[src/rtl/fetch_sequencer_pkg.sv]
// fetch_sequencer_pkg: shared widths, opcodes and instruction field helpers for the fetch stage.
package fetch_sequencer_pkg;

    localparam int unsigned INSN_W = 28;
    localparam int unsigned ADDR_W = 16;
    localparam int unsigned IMM_W  = 24;

    // Instruction fields: opcode [27:24], jump/call target [23:16], immediate [23:0].
    localparam int unsigned OPC_LSB = 24;
    localparam int unsigned TGT_LSB = 16;

    localparam logic [3:0] OP_NOP  = 4'h0;
    localparam logic [3:0] OP_JMP  = 4'h1;
    localparam logic [3:0] OP_CALL = 4'h2;
    localparam logic [3:0] OP_RET  = 4'h3;
    localparam logic [3:0] OP_BLE  = 4'h4;
    localparam logic [3:0] OP_BGE  = 4'h5;

    localparam logic [INSN_W-1:0] NOP_WORD = {OP_NOP, 24'd0};

    function automatic logic [3:0] insn_opcode(input logic [INSN_W-1:0] word);
        return word[OPC_LSB+:4];
    endfunction

    // 8-bit target zero-extended to a full address.
    function automatic logic [ADDR_W-1:0] insn_target(input logic [INSN_W-1:0] word);
        return {8'd0, word[TGT_LSB+:8]};
    endfunction

    function automatic logic [IMM_W-1:0] insn_imm(input logic [INSN_W-1:0] word);
        return word[IMM_W-1:0];
    endfunction

endpackage

[src/rtl/fetch_sequencer_return_stack.sv]
// fetch_sequencer_return_stack: LIFO of return addresses; push ignored when full,
// pop ignored when empty. Contents are not reset, only the pointer.
module fetch_sequencer_return_stack
    import fetch_sequencer_pkg::*;
#(
    parameter int unsigned STACK_DEPTH = 8
) (
    input  logic              Clock,
    input  logic              Reset,
    input  logic              iPush,
    input  logic              iPop,
    input  logic [ADDR_W-1:0] iData,
    output logic [ADDR_W-1:0] oData,
    output logic              oFull,
    output logic              oEmpty
);

    localparam int unsigned     PTR_W    = $clog2(STACK_DEPTH);
    localparam logic [PTR_W:0]  FULL_CNT = (PTR_W + 1)'(STACK_DEPTH);

    // r_ptr counts occupied entries; one extra bit distinguishes full from empty.
    logic [PTR_W:0]    r_ptr;
    logic [ADDR_W-1:0] r_mem [STACK_DEPTH];
    logic [PTR_W-1:0]  w_top_idx;

    assign w_top_idx = r_ptr[PTR_W-1:0] - PTR_W'(1);
    assign oData     = r_mem[w_top_idx];
    assign oFull     = (r_ptr == FULL_CNT);
    assign oEmpty    = (r_ptr == '0);

    // Occupancy pointer.
    always_ff @(posedge Clock or negedge Reset) begin
        if (!Reset) begin
            r_ptr <= '0;
        end else if (iPush && !oFull) begin
            r_ptr <= r_ptr + (PTR_W + 1)'(1);
        end else if (iPop && !oEmpty) begin
            r_ptr <= r_ptr - (PTR_W + 1)'(1);
        end
    end

    // Entry storage, written at the current occupancy index.
    always_ff @(posedge Clock) begin
        if (iPush && !oFull) begin
            r_mem[r_ptr[PTR_W-1:0]] <= iData;
        end
    end

endmodule

[src/rtl/fetch_sequencer.sv]
// fetch_sequencer: PC and instruction-fetch stage. Resolves JMP/CALL/RET locally,
// takes redirects from execute, and presents fetched words in a valid/ready slot.
// Build macro FETCH_NOP_DELAY_EN: an accepted NOP with nonzero imm24 stalls fetch
// for imm24 cycles before resuming at the next address.
module fetch_sequencer
    import fetch_sequencer_pkg::*;
#(
    parameter int unsigned       STACK_DEPTH = 8,
    parameter logic [ADDR_W-1:0] RESET_PC    = 16'd0
) (
    input  logic              Clock,
    input  logic              Reset,
    output logic [ADDR_W-1:0] oAddress,
    input  logic [INSN_W-1:0] iInstruction,
    output logic [INSN_W-1:0] oInstruction,
    output logic [ADDR_W-1:0] oPC,
    output logic              oValid,
    input  logic              iReady,
    input  logic              iBranchTaken,
    input  logic [ADDR_W-1:0] iBranchTarget,
    output logic              oStackError
);

`ifdef FETCH_NOP_DELAY_EN
    typedef enum logic [1:0] {StRun, StHold, StDelay} state_e;
`else
    typedef enum logic [0:0] {StRun, StHold} state_e;
`endif

    state_e            r_state;
    logic [ADDR_W-1:0] r_pc;
    logic [ADDR_W-1:0] r_opc;
    logic [INSN_W-1:0] r_insn;
    logic              r_valid;
    logic              r_err;
`ifdef FETCH_NOP_DELAY_EN
    logic [IMM_W-1:0]  r_cnt;
    logic              w_nop_accept;
`endif

    logic              w_adv;
    logic              w_fetch;
    logic              w_push;
    logic              w_pop;
    logic              w_full;
    logic              w_empty;
    logic              w_stack_err;
    logic [3:0]        w_opcode;
    logic [ADDR_W-1:0] w_pc_inc;
    logic [ADDR_W-1:0] w_pc_next;
    logic [ADDR_W-1:0] w_stack_top;

    assign oAddress     = r_pc;
    assign oInstruction = r_insn;
    assign oPC          = r_opc;
    assign oValid       = r_valid;
    assign oStackError  = r_err;

    assign w_opcode = insn_opcode(iInstruction);
    assign w_pc_inc = r_pc + 16'd1;
    // The slot can take a new word when it is empty or being drained this cycle.
    assign w_adv    = !(r_valid || (r_state == StHold)) || iReady;

    // Decide whether this cycle performs a fetch; a redirect cancels it.
    always_comb begin
        w_fetch = w_adv && !iBranchTaken;
`ifdef FETCH_NOP_DELAY_EN
        w_nop_accept = r_valid && iReady && (insn_opcode(r_insn) == OP_NOP) &&
                       (insn_imm(r_insn) != '0);
        if (r_state == StDelay) begin
            w_fetch = !iBranchTaken && (r_cnt <= 24'd1);
        end else if (w_nop_accept) begin
            w_fetch = 1'b0;
        end
`endif
    end

    // Next PC and stack operations for the word being fetched.
    always_comb begin
        w_pc_next   = w_pc_inc;
        w_push      = 1'b0;
        w_pop       = 1'b0;
        w_stack_err = 1'b0;
        case (w_opcode)
            OP_JMP: w_pc_next = insn_target(iInstruction);
            OP_CALL: begin
                w_pc_next   = insn_target(iInstruction);
                w_push      = w_fetch && !w_full;
                w_stack_err = w_full;
            end
            OP_RET: begin
                w_pc_next   = w_empty ? RESET_PC : w_stack_top;
                w_pop       = w_fetch && !w_empty;
                w_stack_err = w_empty;
            end
            default: ;
        endcase
    end

    fetch_sequencer_return_stack #(
        .STACK_DEPTH(STACK_DEPTH)
    ) u_return_stack (
        .Clock (Clock),
        .Reset (Reset),
        .iPush (w_push),
        .iPop  (w_pop),
        .iData (w_pc_inc),
        .oData (w_stack_top),
        .oFull (w_full),
        .oEmpty(w_empty)
    );

    // Fetch FSM: PC, output slot, sticky error and run/hold/delay state.
    always_ff @(posedge Clock or negedge Reset) begin
        if (!Reset) begin
            r_state <= StRun;
            r_pc    <= RESET_PC;
            r_opc   <= '0;
            r_insn  <= NOP_WORD;
            r_valid <= 1'b0;
            r_err   <= 1'b0;
`ifdef FETCH_NOP_DELAY_EN
            r_cnt   <= '0;
`endif
        end else if (iBranchTaken) begin
            r_pc    <= iBranchTarget;
            r_valid <= 1'b0;
            r_state <= StRun;
        end else if (w_fetch) begin
            r_pc    <= w_pc_next;
            r_insn  <= iInstruction;
            r_opc   <= r_pc;
            r_valid <= 1'b1;
            r_state <= StRun;
            if (w_stack_err) begin
                r_err <= 1'b1;
            end
`ifdef FETCH_NOP_DELAY_EN
        end else if (r_state == StDelay) begin
            r_cnt <= (r_cnt == '0) ? '0 : r_cnt - 24'd1;
        end else if (w_nop_accept) begin
            r_valid <= 1'b0;
            r_cnt   <= insn_imm(r_insn);
            r_state <= StDelay;
`endif
        end else if (r_valid && !iReady) begin
            r_state <= StHold;
        end
    end

endmodule

[config.mk]
export PLATFORM = sky130hd
export DESIGN_NAME = fetch_sequencer
export DESIGN_NICKNAME = d
export VERILOG_FILES = /design/src/rtl/fetch_sequencer_pkg.sv /design/src/rtl/fetch_sequencer_return_stack.sv /design/src/rtl/fetch_sequencer.sv
export SDC_FILE = /design/constraint.sdc
export NUM_CORES = 1
export LEC_CHECK = 0
export ABC_AREA = 1
export CAP_MARGIN = 20
export CORE_ASPECT_RATIO = 1.75
export CORE_UTILIZATION = 40
export CTS_CLUSTER_DIAMETER = 100
export CTS_CLUSTER_SIZE = 12
export DETAILED_ROUTE_END_ITERATION = 8
export DONT_BUFFER_PORTS = 1
export GPL_ROUTABILITY_DRIVEN = 0
export PLACE_DENSITY = 0.6
export RECOVER_POWER = 100
export SETUP_SLACK_MARGIN = 0.3
export SLEW_MARGIN = 20
export SYNTH_ARGS = -nofsm -noshare
export SYNTH_HDL_FRONTEND = slang
export SYNTH_SLANG_ARGS = --single-unit
[constraint.sdc]
create_clock -name Clock -period 3.05 [get_ports Clock]
set_clock_uncertainty 0.05 [all_clocks]
set_input_delay 0.4575 -clock Clock [delete_from_list [all_inputs] [get_ports Clock]]
set_output_delay 0.4575 -clock Clock [all_outputs]
set_load 0.1 [all_outputs]
==> flow_metrics.env, run 1 <==
export IMPL_status="finished, violations left"
export IMPL_violations="capacitance limit, slew limit"
export IMPL_finalCriticalPeriod_ns=2.63
export IMPL_holdWs_ns=0.0794
export IMPL_ir_drop_uv=552
export IMPL_hold_path_startpoint="iInstruction[7]"
export IMPL_place_inst=1203
export IMPL_stdcell_count=1236
export IMPL_grt_first_pass_wirelength_um=35200
export IMPL_rsz0062_at_grt="false"
export IMPL_wl_per_cell_um=18.2
export IMPL_cts_sinks=195
export IMPL_finalPower_mw=9.06
export IMPL_power_density_nw_per_um2=938
export IMPL_ys_top_cells_by_count="nand2_1 (284), edfxtp_1 (128), nor2_1 (90), nand3_1 (85), inv_1 (83)"
export IMPL_multiInputGateArea_um2=2660
export IMPL_drv_slew=68
export IMPL_ctsHoldBuffers=2
export IMPL_cts_resized=0
export IMPL_regArea_um2=5520
export IMPL_synth_seq_area_share=0.630
export IMPL_drcViolationCount=0
export IMPL_hold_path_class="in -> reg"
export IMPL_cp_max_fo=8
export IMPL_ys_warn_count=0
export IMPL_syn_nets=966
export IMPL_leakage_nw=4.08
export IMPL_synth_edf_count=128
export IMPL_drtAntennaViolNets=0
export IMPL_cts_buffers=17
export IMPL_fillers=2173
export IMPL_synth_top_cell_by_area="edfxtp_1"
export IMPL_port_buffers=0
export IMPL_grt_max_degree=68
export IMPL_antenna_found_initial=0
export IMPL_cp_start_kind="flip-flop"
export IMPL_relSlewSlack=-0.120
export IMPL_arrival_ns=2.65
export IMPL_cts_clk_slew_worst_paths_ns=0.07
export IMPL_rr_startpoint="oValid"
export IMPL_routed_wl_um=22500
export IMPL_synth_ff_type="edfxtp_1"
export IMPL_r2r_end="u_return_stack.r_mem[1][3]"
export IMPL_core_rowCount=71
export IMPL_fp_dieW_um=114
export IMPL_dp_hpwl_um=15800
export IMPL_drtIter0Drc=450
export IMPL_synth_top_cell_area_share=0.439
export IMPL_critPathKind="reg -> reg"
export IMPL_fin_crit_sh=0.862
export IMPL_antenna_cells=0
export IMPL_clkLatencyLatePin_ns=0.43
export IMPL_start_util=0.408
export IMPL_endpoint_kind="flip-flop"
export IMPL_syn_inst=912
export IMPL_yosysUniqueCellTypes=35
export IMPL_synthToLayoutAreaGrowth_pct=10.2
export IMPL_clockBufferDepth=2
export IMPL_holdPathStages=2
export IMPL_setup_viol=0
export IMPL_core_area_um2=21500
export IMPL_hold_viol=0
export IMPL_max_freq_mhz=380
export IMPL_ys_ff_latch=195
export IMPL_synth_cell_area_um2=8760
export IMPL_reg2regPathDepth=10
export IMPL_synthArstFlopShare=0.344
export IMPL_cts_tree="done"
export IMPL_rrSetupSlack_ns=0.42
export IMPL_dieArea_um2=22500
export IMPL_cap_viol_max_count=1
export IMPL_dr_pass1_iters=5
export IMPL_fin_nets=986
export IMPL_cts_max_level=4
export IMPL_grt_pass1_vias=6428
export IMPL_critPathRequiredTime_ns=3.07
export IMPL_synth_avg_cell_area_um2=9.61
export IMPL_io_pins=110
export IMPL_via_per_inst=5.08
export IMPL_postCtsSetupRepairBufs=0
export IMPL_yosysMostFrequentCell="nand2_1"
export IMPL_via_count=6277
export IMPL_worst_slew_pin_slew_ns=1.68
export IMPL_ys_top_cells_by_area="edfxtp_1 (44%), dfrtp_1 (19%), nand2_1 (12%), nand3_1 (4.9%), nor2_1 (3.9%)"
export IMPL_hold_end="oInstruction[7]"
export IMPL_die_y_um=198
export IMPL_worstSetupStartpoint="oValid"
export IMPL_root_buffer="clkbuf_16"
export IMPL_overflow=0
export IMPL_drive_gt1_frac=0.0699
export IMPL_final_core_util=0.449
export IMPL_grt_usage=0.212
## where the power goes
group / total [mW] / internal (mW) / switching, mW
registers: 3.93 / 3.06 / 0.874
logic: 2.95 / 0.809 / 2.14
clock network: 2.17 / 1.20 / 0.967
total: 9.06 / 5.07 / 3.99
## stage by stage
stage               cell area, um2  worst slack, ns  TNS [ns]
floorplan                     8760           -0.131     -8.36
global placement              9210            0.763         0
detailed placement            9210            0.686         0
CTS                           9810            0.679         0
global route                  9660            0.241         0
finish                        9660            0.420         0
## flip-flops by register name, summed over array words and instances, names as in the netlist
| register | flops |
|---|---|
| oAddress | 16 |
| oInstruction | 28 |
| oPC | 16 |
| oStackError | 1 |
| oValid | 1 |
| r_state | 1 |
| u_return_stack.r_mem | 128 |
| u_return_stack.r_ptr | 4 |
## area by class of cell
type,count,area share
clock buffers,19,0.0448
clock inverters,12,0.0136
inverters,88,0.0343
multi-input cells,590,0.276
flip-flops and latches,195,0.572
well taps,292,0.0378
repair buffers,40,0.0222
## cell usage in the layout (no fill, tap or decap), drive strengths merged
master	count
nand2	286
edfxtp	128
nor2	94
nand3	91
inv	90
o21ai	76
dfrtp	67
clkbuf	45
buf	13
nand4	8
xor2	8
ha	5
and2	5
nor3	5
clkinvlp	5
o211ai	4
clkinv	3
a21oi	2
bufinv	2
xnor2	1
o22ai	1
a21o	1
a211oi	1
or2	1
fa	1
dlygate4sd3	1
## worst max-delay path, stage by stage (launching register included)
cell	delay, ns
dfrtp_1	0.38
inv_1	0.05
nand2_1	0.04
nand2_1	0.21
nand2_1	0.18
nor2_1	0.19
nand3_2	0.19
inv_1	0.12
nand2_1	0.11
nor3_1	0.28
clkbuf_1	0.46
## worst max-delay path by stage
stage,end,slack (ns)
floorplan,u_return_stack.r_mem[3][0],-0.13
global placement,u_return_stack.r_ptr[3],0.76
detailed placement,u_return_stack.r_ptr[3],0.69
CTS,u_return_stack.r_ptr[3],0.68
global route,u_return_stack.r_mem[2][0],0.24
finish,u_return_stack.r_mem[1][3],0.42
## layer usage
layer / vias to the layer above / wire (um) / part of all wire / global-route usage
li1: 3015 / - / - / -
met1: 3019 / 8270 / 0.37 / 0.224
met2: 195 / 12400 / 0.55 / 0.400
met3: 48 / 1060 / 0.047 / 0.0401
met4: 0 / 799 / 0.035 / 0.0981
met5: - / 0 / 0 / 0
## cells by family after synthesis
group           Yosys count  synth area share
simple gates            490             0.234
flops                   195             0.630
fa+ha+maj                 6           0.00942
compound gates           85            0.0513
xor+xnor                  9            0.0120
buf+inv                 127            0.0637
Note: power is estimated with default switching activity, not from simulation.
==> inputs of run 2 (changes only) <==
--- a/config.mk
+++ b/config.mk
@@ -7,6 +7,8 @@
 export LEC_CHECK = 0
 export ABC_AREA = 1
 export CAP_MARGIN = 20
+export CELL_PAD_IN_SITES_DETAIL_PLACEMENT = 0
+export CELL_PAD_IN_SITES_GLOBAL_PLACEMENT = 1
 export CORE_ASPECT_RATIO = 1.75
 export CORE_UTILIZATION = 40
 export CTS_CLUSTER_DIAMETER = 100
@@ -14,7 +16,7 @@
 export DETAILED_ROUTE_END_ITERATION = 8
 export DONT_BUFFER_PORTS = 1
 export GPL_ROUTABILITY_DRIVEN = 0
-export PLACE_DENSITY = 0.6
+export PLACE_DENSITY = 0.73
 export RECOVER_POWER = 100
 export SETUP_SLACK_MARGIN = 0.3
 export SLEW_MARGIN = 20
==> run 2 against run 1 <==
  * The flow still finishes with violations (capacitance limit, slew limit)
  * Cell count did not move
  * Maximum frequency fell by 3.9%
  * Critical path depth fell by 6
  * Sequential power barely moved
  * Total power rose by 3.0%
  * Sequential share of layout area fell by 0.17 points
  * Combinational power rose by 5%
  * Sequential cell count did not move
  * Worst hold slack got worse by 0.011 ns
  * Via count rose by 1.0%
  * Utilization rose by 0.13 points
  * Non-clock buffer count fell by 1
  * Critical path type unchanged
  * Largest cell class unchanged
  * Largest power group unchanged
==> flow_metrics.env, run 2 (synthesized netlist as in run 1, its figures left out) <==
export IMPL_drive_gt1_frac=0.0731
export IMPL_via_per_inst=5.13
export IMPL_finalCriticalPeriod_ns=2.74
export IMPL_cts_clk_slew_worst_paths_ns=0.08
export IMPL_rsz0062_at_grt="false"
export IMPL_largest_reg_flops=128
export IMPL_core_area_um2=21500
export IMPL_clockBufferDepth=2
export IMPL_regArea_um2=5520
export IMPL_multiInputGateArea_um2=2670
export IMPL_endpoint_kind="flip-flop"
export IMPL_crit_path_top_delay_cell="clkbuf_1"
export IMPL_ir_drop_uv=663
export IMPL_drcViolationCount=0
export IMPL_critPathKind="reg -> reg"
export IMPL_critPathMaxStageDelay_ns=1.04
export IMPL_cts_max_level=4
export IMPL_grt_max_degree=68
export IMPL_power_density_nw_per_um2=963
export IMPL_leakage_nw=4.11
export IMPL_io_pins=110
export IMPL_status="finished, violations left"
export IMPL_port_buffers=0
export IMPL_worst_slew_pin_slew_ns=1.71
export IMPL_crit_family="buffers and inverters"
export IMPL_die_y_um=198
export IMPL_synthToLayoutAreaGrowth_pct=10.5
export IMPL_grt_usage=0.229
export IMPL_root_buffer="clkbuf_16"
export IMPL_cts_buffers=17
export IMPL_dieArea_um2=22500
export IMPL_mostFrequentLayoutCells="nand2_1 (286), edfxtp_1 (128), nor2_1 (92), nand3_1 (86), inv_1 (83)"
export IMPL_fin_crit_sh=0.897
export IMPL_routed_wl_um=24600
export IMPL_hold_path_class="in -> reg"
export IMPL_violations="capacitance limit, slew limit"
export IMPL_path_cells="clkbuf_1, inv_1, nand2_1, and2_0"
export IMPL_final_common_cell="nand2_1"
export IMPL_cts_tree="done"
export IMPL_fillers=2160
export IMPL_fp_dieW_um=114
export IMPL_holdWs_ns=0.0685
export IMPL_core_rowCount=71
export IMPL_fin_nets=985
export IMPL_critPathBufInv=2
export IMPL_finalPower_mw=9.33
export IMPL_cts_resized=0
export IMPL_max_freq_mhz=366
export IMPL_wl_per_cell_um=19.9
export IMPL_cts_sinks=195
export IMPL_critPathRequiredTime_ns=3.15
export IMPL_dr_pass1_iters=5
export IMPL_final_area_um2=9690
export IMPL_stdcell_count=1236
export IMPL_start_util=0.408
export IMPL_cp_start_kind="flip-flop"
export IMPL_cp_max_fo=8
export IMPL_grt_first_pass_wirelength_um=37400
export IMPL_hold_viol=0
export IMPL_clkLatencyLatePin_ns=0.44
export IMPL_drtAntennaViolNets=0
export IMPL_overflow=0
export IMPL_drv_slew=68
export IMPL_place_inst=1202
export IMPL_antenna_found_initial=0
export IMPL_dp_hpwl_um=17400
export IMPL_drtIter0Drc=424
export IMPL_setup_viol=0
export IMPL_relSlewSlack=-0.140
export IMPL_via_count=6342
export IMPL_tns_ns=0
export IMPL_cap_viol_max_count=1
export IMPL_grt_pass1_vias=6404
export IMPL_arrival_ns=2.83
export IMPL_post_dp_cell_area_um2=9200
export IMPL_antenna_cells=0
run 2: what timing repair did:
action                                 in CTS  in global routing
hold buffers                                2                  0
setup buffers                               0                  0
endpoints found under the hold margin      67                  0
run 2: final timing paths:
kind	from	end	slack [ns]	cells past startpoint
hold / removal	iInstruction[9]	oInstruction[9]	0.07	2
setup reg to reg	oAddress[9]	u_return_stack.r_mem[7][9]	0.31	4
max in group asynchronous	Reset	u_return_stack.r_ptr[0]	0.85	2
hold reg to reg	oAddress[8]	oAddress[8]	0.50	2
setup / recovery	oAddress[9]	u_return_stack.r_mem[7][9]	0.31	4
min in group asynchronous	Reset	oPC[14]	0.94	2
run 2: area by class of cell:
cell class | instances | share of cell area
clock buffers | 17 | 0.0439
clock inverters | 15 | 0.0174
inverters | 88 | 0.0342
multi-input cells | 590 | 0.275
flip-flops and latches | 195 | 0.570
well taps | 292 | 0.0377
repair buffers | 39 | 0.0214
run 2: layer usage:
layer,vias up,share of wire,GRT usage
li1,3010,-,-
met1,3077,0.37,0.242
met2,199,0.54,0.427
met3,56,0.043,0.0383
met4,0,0.051,0.126
met5,-,0,0
run 2: where the power goes:
group	total [mW]	leakage (nW)	switching, mW	internal [mW]
registers	3.94	1.96	0.884	3.06
clock network	2.29	0.285	1.06	1.23
logic	3.09	1.86	2.27	0.827
run 2: through the flow:
step / utilization / setup WS, ns
after floorplan: - / -0.131
after detailed placement: 0.428 / 0.656
after global routing: 0.451 / 0.214
after CTS: 0.457 / 0.647
after global placement: 0.428 / 0.698
final: 0.451 / 0.314
==> inputs of run 3 (changes only) <==
--- a/config.mk
+++ b/config.mk
@@ -5,10 +5,7 @@
 export SDC_FILE = /design/constraint.sdc
 export NUM_CORES = 1
 export LEC_CHECK = 0
-export ABC_AREA = 1
 export CAP_MARGIN = 20
-export CELL_PAD_IN_SITES_DETAIL_PLACEMENT = 0
-export CELL_PAD_IN_SITES_GLOBAL_PLACEMENT = 1
 export CORE_ASPECT_RATIO = 1.75
 export CORE_UTILIZATION = 40
 export CTS_CLUSTER_DIAMETER = 100
@@ -16,7 +13,7 @@
 export DETAILED_ROUTE_END_ITERATION = 8
 export DONT_BUFFER_PORTS = 1
 export GPL_ROUTABILITY_DRIVEN = 0
-export PLACE_DENSITY = 0.73
+export PLACE_DENSITY = 0.6
 export RECOVER_POWER = 100
 export SETUP_SLACK_MARGIN = 0.3
 export SLEW_MARGIN = 20
==> run 3 against run 2 <==
  * The run still ends with capacitance limit, slew limit left
  * Clock power shrank 6%
  * Sequential share of layout area grew 1.7 points
  * First-iteration DRC count shrank 29%
  * Combinational power shrank 15%
  * Final area shrank 2.9%
  * Global-route usage shrank 3.8 points
  * Cell count shrank 31%
  * Setup slack gained 0.011 ns
  * Non-clock buffer count grew 4
  * Worst hold slack lost 0.027 ns
  * Register-to-register slack is essentially flat
  * Sequential cell count is the same
==> flow_metrics.env, run 3 <==
export IMPL_status="finished, violations left"
export IMPL_violations="capacitance limit, slew limit"
export IMPL_cts_resized=0
export IMPL_yosysUniqueCellTypes=53
export IMPL_post_dp_cell_area_um2=8890
export IMPL_dieArea_um2=21600
export IMPL_endpoint="oAddress[13]"
export IMPL_syn_nets=609
export IMPL_mostFrequentLayoutCells="edfxtp_1 (128), dfrtp_1 (66), mux2_2 (63), nand2_1 (44), nor2_1 (21)"
export IMPL_synth_seq_area_share=0.658
export IMPL_drive_gt1_frac=0.220
export IMPL_ys_warn_count=0
export IMPL_core_area_um2=20500
export IMPL_drtIter0Drc=301
export IMPL_ys_top_cells_by_count="edfxtp_1 (128), dfrtp_1 (67), mux2_2 (64), nand2_1 (44), nor2_1 (22)"
export IMPL_max_freq_mhz=367
export IMPL_worst_slew_pin_slew_ns=1.71
export IMPL_cts_clk_slew_worst_paths_ns=0.07
export IMPL_endpoint_kind="flip-flop"
export IMPL_cts_sinks=195
export IMPL_cap_viol_max_count=1
export IMPL_final_common_cell="edfxtp_1"
export IMPL_r2r_end="oAddress[13]"
export IMPL_core_rowCount=69
export IMPL_start_util=0.410
export IMPL_drtAntennaViolNets=0
export IMPL_largest_reg_flops=128
export IMPL_arrival_ns=3.04
export IMPL_io_pins=110
export IMPL_relSlewSlack=-0.138
export IMPL_via_count=4894
export IMPL_clockBufferDepth=2
export IMPL_cp_start_kind="flip-flop"
export IMPL_synthArstFlopShare=0.344
export IMPL_port_buffers=0
export IMPL_drv_slew=68
export IMPL_synth_top_cell_area_share=0.458
export IMPL_hold_viol=0
export IMPL_grt_first_pass_wirelength_um=30400
export IMPL_ir_drop_uv=511
export IMPL_cts_tree="done"
export IMPL_rsz0062_at_grt="false"
export IMPL_worstSetupStartpoint="oAddress[11]"
export IMPL_cp_max_fo=9
export IMPL_final_area_um2=9410
export IMPL_root_buffer="clkbuf_16"
export IMPL_power_density_nw_per_um2=930
export IMPL_setup_viol=0
export IMPL_grt_usage=0.192
export IMPL_finalCriticalPeriod_ns=2.73
export IMPL_syn_inst=555
export IMPL_fin_crit_sh=0.894
export IMPL_overflow=0
export IMPL_critPathKind="reg -> reg"
export IMPL_cts_max_level=4
export IMPL_grt_max_degree=68
export IMPL_finalPower_mw=8.76
export IMPL_ys_top_cells_by_area="edfxtp_1 (46%), dfrtp_1 (20%), mux2_2 (8.6%), mux4_1 (2.8%), nand2_1 (2.0%)"
export IMPL_leakage_nw=3.40
export IMPL_drcViolationCount=0
export IMPL_synth_avg_cell_area_um2=15.1
export IMPL_ys_ff_latch=195
export IMPL_yosysMostFrequentCell="edfxtp_1"
export IMPL_fin_nets=641
export IMPL_rrSetupSlack_ns=0.32
export IMPL_critPathRequiredTime_ns=3.36
export IMPL_grt_pass1_vias=5179
export IMPL_fp_dieW_um=111
export IMPL_rr_startpoint="oAddress[11]"
export IMPL_cts_buffers=17
export IMPL_dp_hpwl_um=13800
export IMPL_wl_per_cell_um=23.7
export IMPL_dr_pass1_iters=5
export IMPL_clkLatencyLatePin_ns=0.42
export IMPL_synth_edf_count=128
export IMPL_antenna_found_initial=0
export IMPL_hold_path_class="in -> reg"
export IMPL_via_per_inst=5.78
export IMPL_tns_ns=0
export IMPL_antenna_cells=0
export IMPL_reg2regPathDepth=4
export IMPL_synth_ff_type="edfxtp_1"
export IMPL_routed_wl_um=20100
export IMPL_die_y_um=194
export IMPL_fillers=1762
export IMPL_synthToLayoutAreaGrowth_pct=12.2
export IMPL_synth_top_cell_by_area="edfxtp_1"
export IMPL_synth_cell_area_um2=8390
run 3: cell count changes after synthesis, moves of 9 or more:
cell     delta
nand2_1   -240
inv_1      -68
nand3_1    -68
nor2_1     -68
mux2_2     +64
o21ai_0    -50
mux2i_1    +16
xnor2_1    +13
o21ai_1    -11
mux4_1      +9
run 3: stage by stage:
| step | instances | hold WS [ns] | setup WS, ns | util |
|---|---|---|---|---|
| after floorplan | 555 | 0.112 | 0.281 | - |
| after global placement | 813 | 0.114 | 0.484 | 0.434 |
| after detailed placement | 813 | 0.113 | 0.399 | 0.434 |
| after CTS | 846 | 0.0232 | 0.414 | 0.464 |
| after global routing | 847 | 0.0190 | 0.214 | 0.460 |
| final | 847 | 0.0411 | 0.325 | 0.460 |
run 3: cells by family (layout without fill, tap and decap cells):
logic type      count (synthesis)  count (layout)  share of synthesized area
compound gates                 69              69                     0.0592
xor+xnor                       19              19                     0.0221
fa+ha+maj                      14              14                     0.0194
buf+inv                        45              89                     0.0240
flops                         195             195                      0.658
mux                            96              96                      0.152
simple gates                  117             117                     0.0653
run 3: worst min-delay path by stage:
stage,start,cells after the start,to,slack (ns)
floorplan,Reset,0,oAddress[0],0.11
global placement,Reset,0,oInstruction[1],0.11
detailed placement,Reset,0,oPC[13],0.11
CTS,iBranchTaken,1,oValid,0.02
global route,iBranchTaken,1,oValid,0.02
finish,iBranchTaken,1,oValid,0.04
run 3: where the power goes:
part / internal [mW] / total [mW] / switching [mW] / leakage, nW
clock network: 1.21 / 2.16 / 0.957 / 0.259
logic: 1.15 / 2.62 / 1.47 / 1.18
registers: 3.03 / 3.97 / 0.934 / 1.95
run 3: layout make-up:
type	instances	area, um2	area share
clock buffers	19	433	0.0460
clock inverters	12	134	0.0142
inverters	15	56.3	0.00598
multi-input cells	315	2680	0.284
flip-flops and latches	195	5520	0.587
well taps	248	310	0.0330
repair buffers	43	279	0.0296
run 3: critical path: stages, from the launching register on:
cell      delay (ns)
dfrtp_1         0.37
clkbuf_1        1.06
nand4_1         0.29
xnor2_1         0.65
a31o_1          0.24
run 3: repair_timing:
item / 4_1_cts / 5_1_grt
buffers inserted: 0 / 1
hold buffers: 2 / 0
hold endpoints to repair: 67 / 0
endpoints found under the setup margin: 0 / 2
run 3: per-layer routing:
metal / GRT usage / wire length [um]
met1: 0.219 / 7400
met2: 0.345 / 10900
met3: 0.0326 / 1130
met4: 0.0891 / 618
met5: 0 / 0
